===== src/rtl/track_fetch.sv =====
`default_nettype none
// ============================================================================
//  Module   : track_fetch
//  Purpose  : Per-frame multi-track sample fetcher. On each audio tick it
//             reads one word per channel from sample memory, gathers them in
//             shadow registers and publishes all lanes together with a
//             one-cycle frame_valid pulse. Handles looping, rewind and
//             overrun (tick while busy).
//  Revision : 1.0 - initial release
// ============================================================================
module track_fetch #(
  parameter int WIDTH        = 16,
  parameter int CHANNELS     = 4,
  parameter int ADDR_W       = 17,
  parameter int READ_LATENCY = 2,
  localparam int CH_W        = $clog2(CHANNELS),
  localparam int POS_W       = ADDR_W - CH_W
) (
  input  logic                                     clk_in,
  input  logic                                     rst_in,
  input  logic                                     sample_tick,
  input  logic                                     play,
  input  logic                                     rewind,
  input  logic [POS_W-1:0]                         loop_len,
  output logic [ADDR_W-1:0]                        mem_addr,
  input  logic signed [WIDTH-1:0]                  mem_data,
  output logic signed [CHANNELS-1:0][WIDTH-1:0]    data_dry,
  output logic                                     frame_valid,
  output logic [POS_W-1:0]                         position,
  output logic                                     busy,
  output logic                                     overrun
);

  localparam int WAIT_W = (READ_LATENCY > 1) ? $clog2(READ_LATENCY) : 1;

  typedef enum logic [1:0] {
    S_IDLE   = 2'd0,
    S_ISSUE  = 2'd1,
    S_WAIT   = 2'd2,
    S_COMMIT = 2'd3
  } state_t;

  state_t                         r_state;
  state_t                         w_state_next;
  logic [ADDR_W-1:0]              r_addr;
  logic [CH_W-1:0]                r_ch;
  logic [WAIT_W-1:0]              r_wait;
  logic [POS_W-1:0]               r_pos;
  logic                           r_silent;
  logic                           r_pend;
  logic                           r_ovr;
  logic                           r_fv;
  logic [CHANNELS-1:0][WIDTH-1:0] r_dry;
  logic signed [WIDTH-1:0]        r_shadow [CHANNELS];
  logic [READ_LATENCY-1:0]        r_vpipe;
  logic [CH_W-1:0]                r_cap_ch;

  logic                           w_last_ch;
  logic                           w_wait_done;
  logic [CH_W-1:0]                w_ch_inc;
  logic [POS_W:0]                 w_pos_inc;
  logic [POS_W-1:0]               w_pos_adv;
  logic [POS_W-1:0]               w_start_pos;

  assign w_last_ch   = (r_ch == CH_W'(CHANNELS - 1));
  assign w_wait_done = (r_wait == WAIT_W'(READ_LATENCY - 1));
  assign w_ch_inc    = r_ch + CH_W'(1);
  // Compare one bit wider so position >= loop_len (including loop_len 0/1)
  // always wraps to 0 instead of running off the end of the loop.
  assign w_pos_inc   = {1'b0, r_pos} + (POS_W + 1)'(1);
  assign w_pos_adv   = (w_pos_inc >= {1'b0, loop_len}) ? '0 : w_pos_inc[POS_W-1:0];
  // A rewind coinciding with the tick wins: the frame fetches from position 0.
  assign w_start_pos = rewind ? '0 : r_pos;

  assign mem_addr    = r_addr;
  assign data_dry    = r_dry;
  assign frame_valid = r_fv;
  assign position    = r_pos;
  assign busy        = (r_state != S_IDLE);
  assign overrun     = r_ovr;

  // State register.
  always_ff @(posedge clk_in) begin
    if (rst_in) r_state <= S_IDLE;
    else        r_state <= w_state_next;
  end

  // Next-state decode: play is only looked at here, in IDLE on a tick.
  always_comb begin
    w_state_next = r_state;
    case (r_state)
      S_IDLE:   if (sample_tick) w_state_next = play ? S_ISSUE : S_COMMIT;
      S_ISSUE:  if (w_last_ch)   w_state_next = S_WAIT;
      S_WAIT:   if (w_wait_done) w_state_next = S_COMMIT;
      S_COMMIT: w_state_next = S_IDLE;
      default:  w_state_next = S_IDLE;
    endcase
  end

  // Read-return tracking: a delayed copy of "address valid" marks the cycle
  // each requested word is on mem_data; words land in channel order.
  always_ff @(posedge clk_in) begin
    if (rst_in) begin
      r_vpipe  <= '0;
      r_cap_ch <= '0;
      for (int k = 0; k < CHANNELS; k++) r_shadow[k] <= '0;
    end else begin
      for (int i = READ_LATENCY - 1; i > 0; i--) r_vpipe[i] <= r_vpipe[i-1];
      r_vpipe[0] <= (r_state == S_ISSUE);
      if (r_vpipe[READ_LATENCY-1]) begin
        r_shadow[r_cap_ch] <= mem_data;
        r_cap_ch           <= r_cap_ch + CH_W'(1);
      end
      if (r_state == S_IDLE && sample_tick) r_cap_ch <= '0;
    end
  end

  // Frame control: address issue, wait count, position, rewind and overrun.
  always_ff @(posedge clk_in) begin
    if (rst_in) begin
      r_addr   <= '0;
      r_ch     <= '0;
      r_wait   <= '0;
      r_pos    <= '0;
      r_silent <= 1'b0;
      r_pend   <= 1'b0;
      r_ovr    <= 1'b0;
      r_fv     <= 1'b0;
      r_dry    <= '0;
    end else begin
      r_fv <= 1'b0;
      case (r_state)
        S_IDLE: begin
          if (rewind) begin
            r_pos <= '0;
            r_ovr <= 1'b0;
          end
          if (sample_tick) begin
            r_silent <= ~play;
            r_ch     <= '0;
            if (play) r_addr <= {w_start_pos, CH_W'(0)};
          end
        end
        S_ISSUE: begin
          if (!w_last_ch) begin
            r_ch   <= w_ch_inc;
            r_addr <= {r_pos, w_ch_inc};
          end else begin
            r_wait <= '0;
          end
        end
        S_WAIT: r_wait <= r_wait + WAIT_W'(1);
        S_COMMIT: begin
          r_fv <= 1'b1;
          for (int k = 0; k < CHANNELS; k++) r_dry[k] <= r_silent ? '0 : r_shadow[k];
          if (r_pend || rewind) begin
            r_pos <= '0;
            r_ovr <= 1'b0;
          end else if (!r_silent) begin
            r_pos <= w_pos_adv;
          end
        end
        default: ;
      endcase
      // Busy-time events: ticks are dropped (sticky overrun), rewinds wait
      // for the commit. A tick in COMMIT still counts as an overrun.
      if (r_state != S_IDLE) begin
        if (rewind && r_state != S_COMMIT) r_pend <= 1'b1;
        if (r_state == S_COMMIT)           r_pend <= 1'b0;
        if (sample_tick)                   r_ovr  <= 1'b1;
      end
    end
  end

endmodule
`default_nettype wire


===== config.mk =====
export PLATFORM = sky130hd
export DESIGN_NAME = track_fetch
export DESIGN_NICKNAME = d
export VERILOG_FILES = /design/src/rtl/track_fetch.sv
export SDC_FILE = /design/constraint.sdc
export NUM_CORES = 1
export LEC_CHECK = 0
export BUFFER_PORTS_ARGS = -buffer_cell sky130_fd_sc_hd__buf_2
export CAP_MARGIN = 40
export CELL_PAD_IN_SITES_DETAIL_PLACEMENT = 1
export CELL_PAD_IN_SITES_GLOBAL_PLACEMENT = 1
export CORE_ASPECT_RATIO = 0.7
export CORE_MARGIN = 3
export CORE_UTILIZATION = 46
export CTS_CLUSTER_SIZE = 12
export DETAILED_ROUTE_END_ITERATION = 16
export PLACE_DENSITY_LB_ADDON = 0.15
export SLEW_MARGIN = 20
export SYNTH_ARGS = -nofsm -noshare
export SYNTH_HDL_FRONTEND = slang
export SYNTH_SLANG_ARGS = --single-unit

===== constraint.sdc =====
create_clock -name clk_in -period 6.9 [get_ports clk_in]
set_input_delay 1.38 -clock clk_in [delete_from_list [all_inputs] [get_ports clk_in]]
set_output_delay 1.38 -clock clk_in [all_outputs]
set_load 0.005 [all_outputs]

==> results of run 1 <==
## kinds of logic (layout without fill, tap and decap cells)
kind of cell | after synthesis | count (layout) | share of synthesized area
XOR/XNOR | 13 | 13 | 0.0159
AND/OR/NAND/NOR | 313 | 313 | 0.229
adder cells (fa/ha/maj) | 21 | 21 | 0.0367
buffers and inverters | 60 | 194 | 0.0327
AO/OA/AOI/OAI | 131 | 131 | 0.110
flip-flops | 173 | 173 | 0.574
multiplexers | 1 | 1 | 0.00140
## report_power, final
part	total (mW)	switching, mW	internal, mW
combinational	0.371	0.253	0.118
sequential	1.15	0.0352	1.12
clock	0.922	0.395	0.527
## state kept, by name, summed over array words and instances, names as in the netlist, 2 cells and up
register / cells
mem_addr: 17
r_ch: 2
r_shadow: 64
r_cap_ch: 2
r_state: 2
data_dry: 64
position: 15
r_vpipe: 2
## layer usage
metal  up-vias  GRT usage
li1       2644          -
met1      2756      0.331
met2       160      0.382
met3        15     0.0519
met4         0     0.0561
met5         -          0
## placed cells by master (no fill, tap or decap), types with 4 or more instances in the layout
cell / instances
sky130_fd_sc_hd__ha_1: 20
sky130_fd_sc_hd__edfxtp_1: 64
sky130_fd_sc_hd__nor3_1: 6
sky130_fd_sc_hd__nand2b_1: 4
sky130_fd_sc_hd__a21oi_1: 95
sky130_fd_sc_hd__a22oi_2: 7
sky130_fd_sc_hd__inv_1: 19
sky130_fd_sc_hd__clkbuf_16: 18
sky130_fd_sc_hd__buf_2: 133
sky130_fd_sc_hd__xor2_1: 4
sky130_fd_sc_hd__dfxtp_1: 109
sky130_fd_sc_hd__nor2_1: 92
sky130_fd_sc_hd__buf_4: 9
sky130_fd_sc_hd__nand3_1: 21
sky130_fd_sc_hd__and2_1: 67
sky130_fd_sc_hd__nor2b_1: 69
sky130_fd_sc_hd__a22oi_1: 6
sky130_fd_sc_hd__xnor2_1: 9
sky130_fd_sc_hd__nand4_1: 5
sky130_fd_sc_hd__clkinv_4: 4
sky130_fd_sc_hd__nand2_1: 32
## per-stage QoR
| step | setup slack, ns | instances |
|---|---|---|
| 6_report | 3.27 | 1041 |
| 5_1_grt | 2.99 | 1041 |
| 4_1_cts | 3.31 | 1041 |
| 3_5_place_dp | 3.37 | 1009 |
| 3_3_place_gp | 3.44 | 1008 |
| 2_1_floorplan | 3.74 | 712 |
## area by class of cell
| type | count | area (um^2) | area share |
|---|---|---|---|
| Multi-Input combinational cell | 479 | 2830 | 0.331 |
| Clock buffer | 22 | 475 | 0.0556 |
| Sequential cell | 173 | 4100 | 0.480 |
| Tap cell | 195 | 244 | 0.0285 |
| Inverter | 20 | 75.1 | 0.00878 |
| Clock inverter | 10 | 90.1 | 0.0105 |
| Timing Repair Buffer | 142 | 733 | 0.0858 |
## worst max-delay path, cell delays in order (launching register included)
cell                        delay (ns)
sky130_fd_sc_hd__dfxtp_1          0.47
sky130_fd_sc_hd__ha_1             0.24
sky130_fd_sc_hd__nand3_1          0.18
sky130_fd_sc_hd__nor3_1           0.44
sky130_fd_sc_hd__nand4_1          0.18
sky130_fd_sc_hd__xnor2_1          0.19
sky130_fd_sc_hd__ha_1             0.32
sky130_fd_sc_hd__nand3_1          0.10
sky130_fd_sc_hd__or3_4            0.41
sky130_fd_sc_hd__a2111oi_2        0.32
sky130_fd_sc_hd__and4bb_4         0.37
sky130_fd_sc_hd__a22oi_1          0.21
sky130_fd_sc_hd__nor2_1           0.06
## final timing paths
path	startpoint	endpoint	slack, ns
setup / recovery	position[0]	position[2]	3.27
setup reg to reg	position[0]	position[2]	3.27
hold reg to reg	mem_addr[15]	mem_addr[15]	0.45
hold / removal	mem_addr[15]	mem_addr[15]	0.45
==> impl.org, run 1 <==
** Status
- Result of the run :: complete, no violations

** Synth
- Biggest area consumer among synthesized cells :: sky130_fd_sc_hd__dfxtp_1
- Share of synthesized registers carrying an async set or reset :: 0
- Most used flip-flop cell after synthesis :: sky130_fd_sc_hd__dfxtp_1
- Counting every net in the synthesized netlist gives 769.
- Warnings from Yosys :: 0
- Counting flops and latches in the post-synthesis netlist gives 173.
- Counting flops with a built-in enable in the synthesized netlist gives 64.
- Netlist area before placement :: 7150 um^2
- Synth top area share :: 0.305
- The share of the Yosys chip area taken by registers is 0.574.
- Average cell area after synthesis :: 10.0 um^2
- Number of distinct standard cells referenced by the synthesized netlist :: 47
- Ranked by total cell area, the synthesized netlist is headed by sky130_fd_sc_hd__dfxtp_1 (31%), sky130_fd_sc_hd__edfxtp_1 (27%), sky130_fd_sc_hd__a21oi_1 (6.6%), sky130_fd_sc_hd__nor2b_1 (6.1%), sky130_fd_sc_hd__and2_1 (5.9%).
- Most frequent cell after synthesis :: sky130_fd_sc_hd__dfxtp_1
- Number of instances in the synthesized netlist :: 712
- After synthesis, the most frequently instantiated cells are sky130_fd_sc_hd__dfxtp_1 (109), sky130_fd_sc_hd__a21oi_1 (95), sky130_fd_sc_hd__nor2_1 (92), sky130_fd_sc_hd__nor2b_1 (70), sky130_fd_sc_hd__and2_1 (67).

** Setup path
- CP Data Required Time :: 7.18 ns
- STA classifies the critical path endpoint as a register.
- Arrival time of the worst setup path :: 3.91 ns
- Counting cells, the worst reg-to-reg path comes to 12.
- Worst Setup Start Kind :: register
- Path type of the worst setup path :: register to register
- In this run the worst path has a maximum fanout of 15.

** Detailed routing
- DR iter-0 viols :: 336
- Antenna Violating Nets Remaining :: 0
- Summed over all layers, the routed wires come to 20200 um.
- For this block, the via count after detailed routing is 5575.
- Average vias per placed instance :: 5.36
- Pre-Repair DR Iteration Count :: 5
- In the routed design, unresolved DRC markers number 0.
- The highest layer touched by signal routing is met4.
- Met1 WL :: 9430 um
- Detail Route met2 WL :: 9390 um
- Wire segments on met3 add up to 1140 um in the final route.
- In the final routed layout, each cell accounts on average for 19.4 um.

** Floorplan
- The initial utilization of the core area, before any placement, comes to 0.478.
- Chip Height :: 110 um
- Total die area :: 17100 um^2
- Die width :: 155 um
- Total number of placement rows :: 37
- The region available for standard cell placement spans 15000 um^2.
- During I/O placement, the number of pins put on the boundary was 135.

** Job
- Max cap viols :: 0

** STA
- Final critical delay including setup and external delays :: 3.63 ns
- Number of endpoints with negative hold slack in the final report :: 0
- Final setup violation count :: 0
- At the pin with the least slew margin, the transition time is 0.802 ns.
- Of the available clock period, the critical path in the final layout requires 0.526.
- Worst hold slack across all endpoints :: 0.454 ns
- The count of final max-slew check failures was 0.
- Maximum achievable frequency :: 276 MHz
- Total negative setup slack :: 0 ns
- In this run the tightest slew margin relative to its limit is 0.464.
- Setup repair after global routing left no endpoint under its margin.
- On the final layout, the worst clock skew is 0.0121 ns.

** GRT
- Vias in the first global route :: 5646
- Across every metal layer, demand over resource in global routing totals 0.237.
- Entering global routing, the biggest net connects 72 pins.
- Antenna violations before repair :: 3
- Total congestion overflow :: 0
- The first global-routing pass estimated 31500 um of wire.

** Cells and area
- After filler insertion, the fill cell instance count of the layout stands at 1712.
- Final Instance Area :: 8550 um^2
- In the final design database the tool counted 890 nets.
- Measured on the finished design, the core utilization comes to 0.572.
- Antenna diode count :: 0
- Area Growth Syn to Fin :: 19.5%
- In the final layout, the share of cells above drive strength 1 is 0.221.

** CTS
- Number of post-CTS setup repair buffers :: 0
- Maximum level of the CTS H-tree :: 4
- Number of buffers created by CTS :: 17
- Hold repair after CTS inserted 0 buffers.
- Post-CTS repair changed the size of 0 cells.
- Clock latency of the later-clocked register in the worst-skew pair :: 0.43 ns
- Clock slew seen by the registers of the worst setup and hold paths :: 0.06 ns
- Count of clock tree sinks :: 173
- Clock tree root buffer cell :: sky130_fd_sc_hd__clkbuf_16
- CTS tree :: built
- No sink is reached through more buffers than the 2 on the longest clock path.

** Placement
- In this run the tool buffered the top-level ports with 134 buffer cells.
- The congestion estimate from routability-driven global placement came to 0.867.
- Area of placed instances :: 7980 um^2
- Detailed placement HPWL :: 13400 um

** Power
- VDD sags by at most 0.000185 V.
- Lkg Pwr :: 3.76 nW
- The design draws 2.45 mW.
- For this design the ratio of total power to cell area is 286 nW/um^2.

** Hold path
- Path type of the worst min-delay path :: register to register
- Along the worst hold path, the cell count comes to 2.
Power figures use the tool's default switching activity.
==> run 2: changes to the inputs <==
CORE_UTILIZATION = 42   (was 46)
clock period = 3.6 ns   (was 6.9 ns; I/O delays follow)
==> impl.org, run 2 (synthesis results as in run 1) <==
** Placement
- Worst setup slack before clock tree synthesis :: 0.0440 ns
- The congestion estimate from routability-driven global placement came to 0.822.
- Cell Count Post-Placement :: 1040
- Detailed placement HPWL :: 13800 um
- Input/output buffers :: 134

** CTS
- Clock tree root buffer cell :: sky130_fd_sc_hd__clkbuf_16
- Number of buffers created by CTS :: 17
- Number of post-CTS setup repair buffers :: 0
- Clock slew seen by the registers of the worst setup and hold paths :: 0.07 ns
- The H-tree was split into 4 levels.
- In this run, post-CTS hold repair placed 0 buffers.
- Count of clock tree sinks :: 173
- TritonCTS built the clock tree.
- Maximum buffer depth of the clock tree :: 2
- Clock latency of the later-clocked register in the worst-skew pair :: 0.43 ns

** Floorplan
- Count of boundary I/O pins :: 135
- Die width :: 162 um
- Total number of placement rows :: 39
- The initial utilization of the core area, before any placement, comes to 0.434.
- Area of the placeable core :: 16500 um^2
- In this run the vertical extent of the chip is 115 um.
- Total die area :: 18700 um^2

** Hold path
- The worst hold path was traced through 2 stages.
- Path type of the worst min-delay path :: register to register
- The worst hold path begins at mem_addr[16].
- Hold endpoint :: mem_addr[16]

** Detailed routing
- The first detailed-routing pass ran for 5 iterations.
- The detail route stage leaves a number of antenna-violating nets equal to 0.
- Wire per inst :: 18.9 um
- DRC :: 0
- Total wire length after detailed routing :: 20300 um
- Using the TritonRoute via totals, the vias-per-cell ratio works out to 5.17.
- Count of vias placed by the detailed router :: 5549
- DR iter-0 viols :: 427

** GRT
- The first global-routing pass estimated 31700 um of wire.
- The number of global-route vias before repair was 5758.
- Global routing finished with a remaining overflow of 0.
- Pin count of the biggest net entering global routing :: 74
- The number of antenna violations at the first check in global routing is 4.
- Across every metal layer, demand over resource in global routing totals 0.221.

** Power
- For this design the static power due to leakage is 3.80 nW.
- Psw :: 1.41 mW
- Of the total power, the share spent switching nets is 0.300.
- Part of the power in the clock network :: 0.383
- The share of total power dissipated in combinational logic is 0.149.
- Pint :: 3.29 mW
- The design draws 4.71 mW.
- The worst-case IR drop observed on VDD is 0.000279 V.
- Proportion of power drawn by flip-flops and latches :: 0.468
- For this design the ratio of total power to cell area is 544 nW/um^2.

** Setup path
- Arrival time of the worst setup path :: 3.65 ns
- The worst setup path is launched from a register.
- Critical path peak fanout :: 8
- Setup crit end kind :: register
- CP Data Required Time :: 3.89 ns
- The setup check on the worst reg-to-reg path leaves a slack of 0.24 ns.
- Worst reg2reg startpoint :: position[0]
- The number of cells on the worst reg-to-reg path is 13.
- The critical path in this run is classified as register to register.
- Reg2Reg Capture Point :: position[1]

** STA
- Measured against its own limit, the worst slew margin works out to 0.374.
- Setup repair after global routing left no endpoint under its margin.
- Maximum achievable frequency :: 298 MHz
- At the pin with the least slew margin, the transition time is 0.936 ns.
- For the final database, setup skew stands at 0.0154 ns.
- Worst Slack Setup Final :: 0.240 ns
- Final setup violation count :: 0
- Worst hold slack across all endpoints :: 0.453 ns
- Final cycle utilization of the critical path :: 0.933
- The count of final max-slew check failures came to 0.
- Total negative setup slack :: 0 ns
- Final critical delay including setup and external delays :: 3.36 ns
- Number of endpoints with negative hold slack in the final report :: 0

** Cells and area
- Once layout is complete, the cells apart from fillers number 1074.
- Most common library cell in the layout ignoring fill and taps :: sky130_fd_sc_hd__buf_2
- The net count of the finished layout is 893.
- Of the cells placed in the final design, the portion with a size suffix greater than 1 is 0.236.
- Antenna diode count :: 0
- Area Growth Syn to Fin :: 21.0%
- The top cell types in the final layout, fill and taps aside, are sky130_fd_sc_hd__buf_2 (133), sky130_fd_sc_hd__dfxtp_1 (105), sky130_fd_sc_hd__a21oi_1 (95).

** Job
- Max cap viols :: 0

** Status
- The run finished with clean final reports.
-- run 2: changes by cell type in the layout (fill, tap and decap cells not counted), moves of 2 or more --
cell and delta:
sky130_fd_sc_hd__clkbuf_1 -3, sky130_fd_sc_hd__dfxtp_1 -4, sky130_fd_sc_hd__clkinv_4 -2, sky130_fd_sc_hd__clkinv_2 -2, sky130_fd_sc_hd__inv_8 +7, sky130_fd_sc_hd__dfxtp_2 +4
sky130_fd_sc_hd__inv_6 +2
-- run 2: routing by layer --
metal,track usage,vias to the layer above,wire length [um]
li1,-,2661,-
met1,0.313,2753,9630
met2,0.353,119,9400
met3,0.0429,16,1030
met4,0.0540,0,197
met5,0,-,0
-- run 2: power groups by stage --
stage / sequential (mW) / combinational [mW] / clock (mW)
2_1_floorplan: 2.23 / 0.453 / 0
4_1_cts: 2.20 / 0.708 / 1.84
3_5_place_dp: 2.24 / 0.699 / 0
3_3_place_gp: 2.24 / 0.678 / 0
5_1_grt: 2.22 / 0.792 / 1.91
6_report: 2.20 / 0.702 / 1.80
-- run 2: worst max-delay path: stages (launching register included) --
cell and delay, ns:
sky130_fd_sc_hd__dfxtp_1 0.36, sky130_fd_sc_hd__buf_4 0.16, sky130_fd_sc_hd__and4_1 0.27, sky130_fd_sc_hd__and3_1 0.23, sky130_fd_sc_hd__nand2_1 0.08, sky130_fd_sc_hd__and2_1 0.18, sky130_fd_sc_hd__or2_1 0.23, sky130_fd_sc_hd__ha_1 0.30
sky130_fd_sc_hd__nand3_1 0.10, sky130_fd_sc_hd__or3_4 0.42, sky130_fd_sc_hd__a2111oi_4 0.31, sky130_fd_sc_hd__and4bb_4 0.30, sky130_fd_sc_hd__a22oi_1 0.21, sky130_fd_sc_hd__nor2_1 0.06
-- run 2: worst max path at each step --
| stage | end | slack, ns | start |
|---|---|---|---|
| after global routing | position[4] | 0.04 | position[1] |
| after CTS | position[1] | 0.1 | position[1] |
| final | position[1] | 0.24 | position[0] |
| after floorplan | position[10] | 0.45 | position[4] |
| after detailed placement | position[1] | 0.04 | position[1] |
| after global placement | position[1] | 0.28 | position[1] |
-- run 2: metrics by stage --
| stage | util | cell area [um^2] |
|---|---|---|
| floorplan | - | 7150 |
| global placement | 0.487 | 8030 |
| detailed placement | 0.487 | 8030 |
| CTS | 0.522 | 8610 |
| global route | 0.525 | 8660 |
| finish | 0.525 | 8660 |
-- run 2: area by class of cell --
type | instances | area, um^2
timing repair buffer | 144 | 748
inverter | 20 | 75.1
tap | 225 | 282
sequential | 173 | 4110
multi-input combinational | 480 | 2870
clock buffer | 17 | 425
clock inverter | 15 | 149
fill | 1912 | 7840
-- run 2: what timing repair did --
item	in CTS	in global routing
resized for setup	1	8
endpoints found under the setup margin	6	15
gates cloned	0	1
pin swaps	0	1
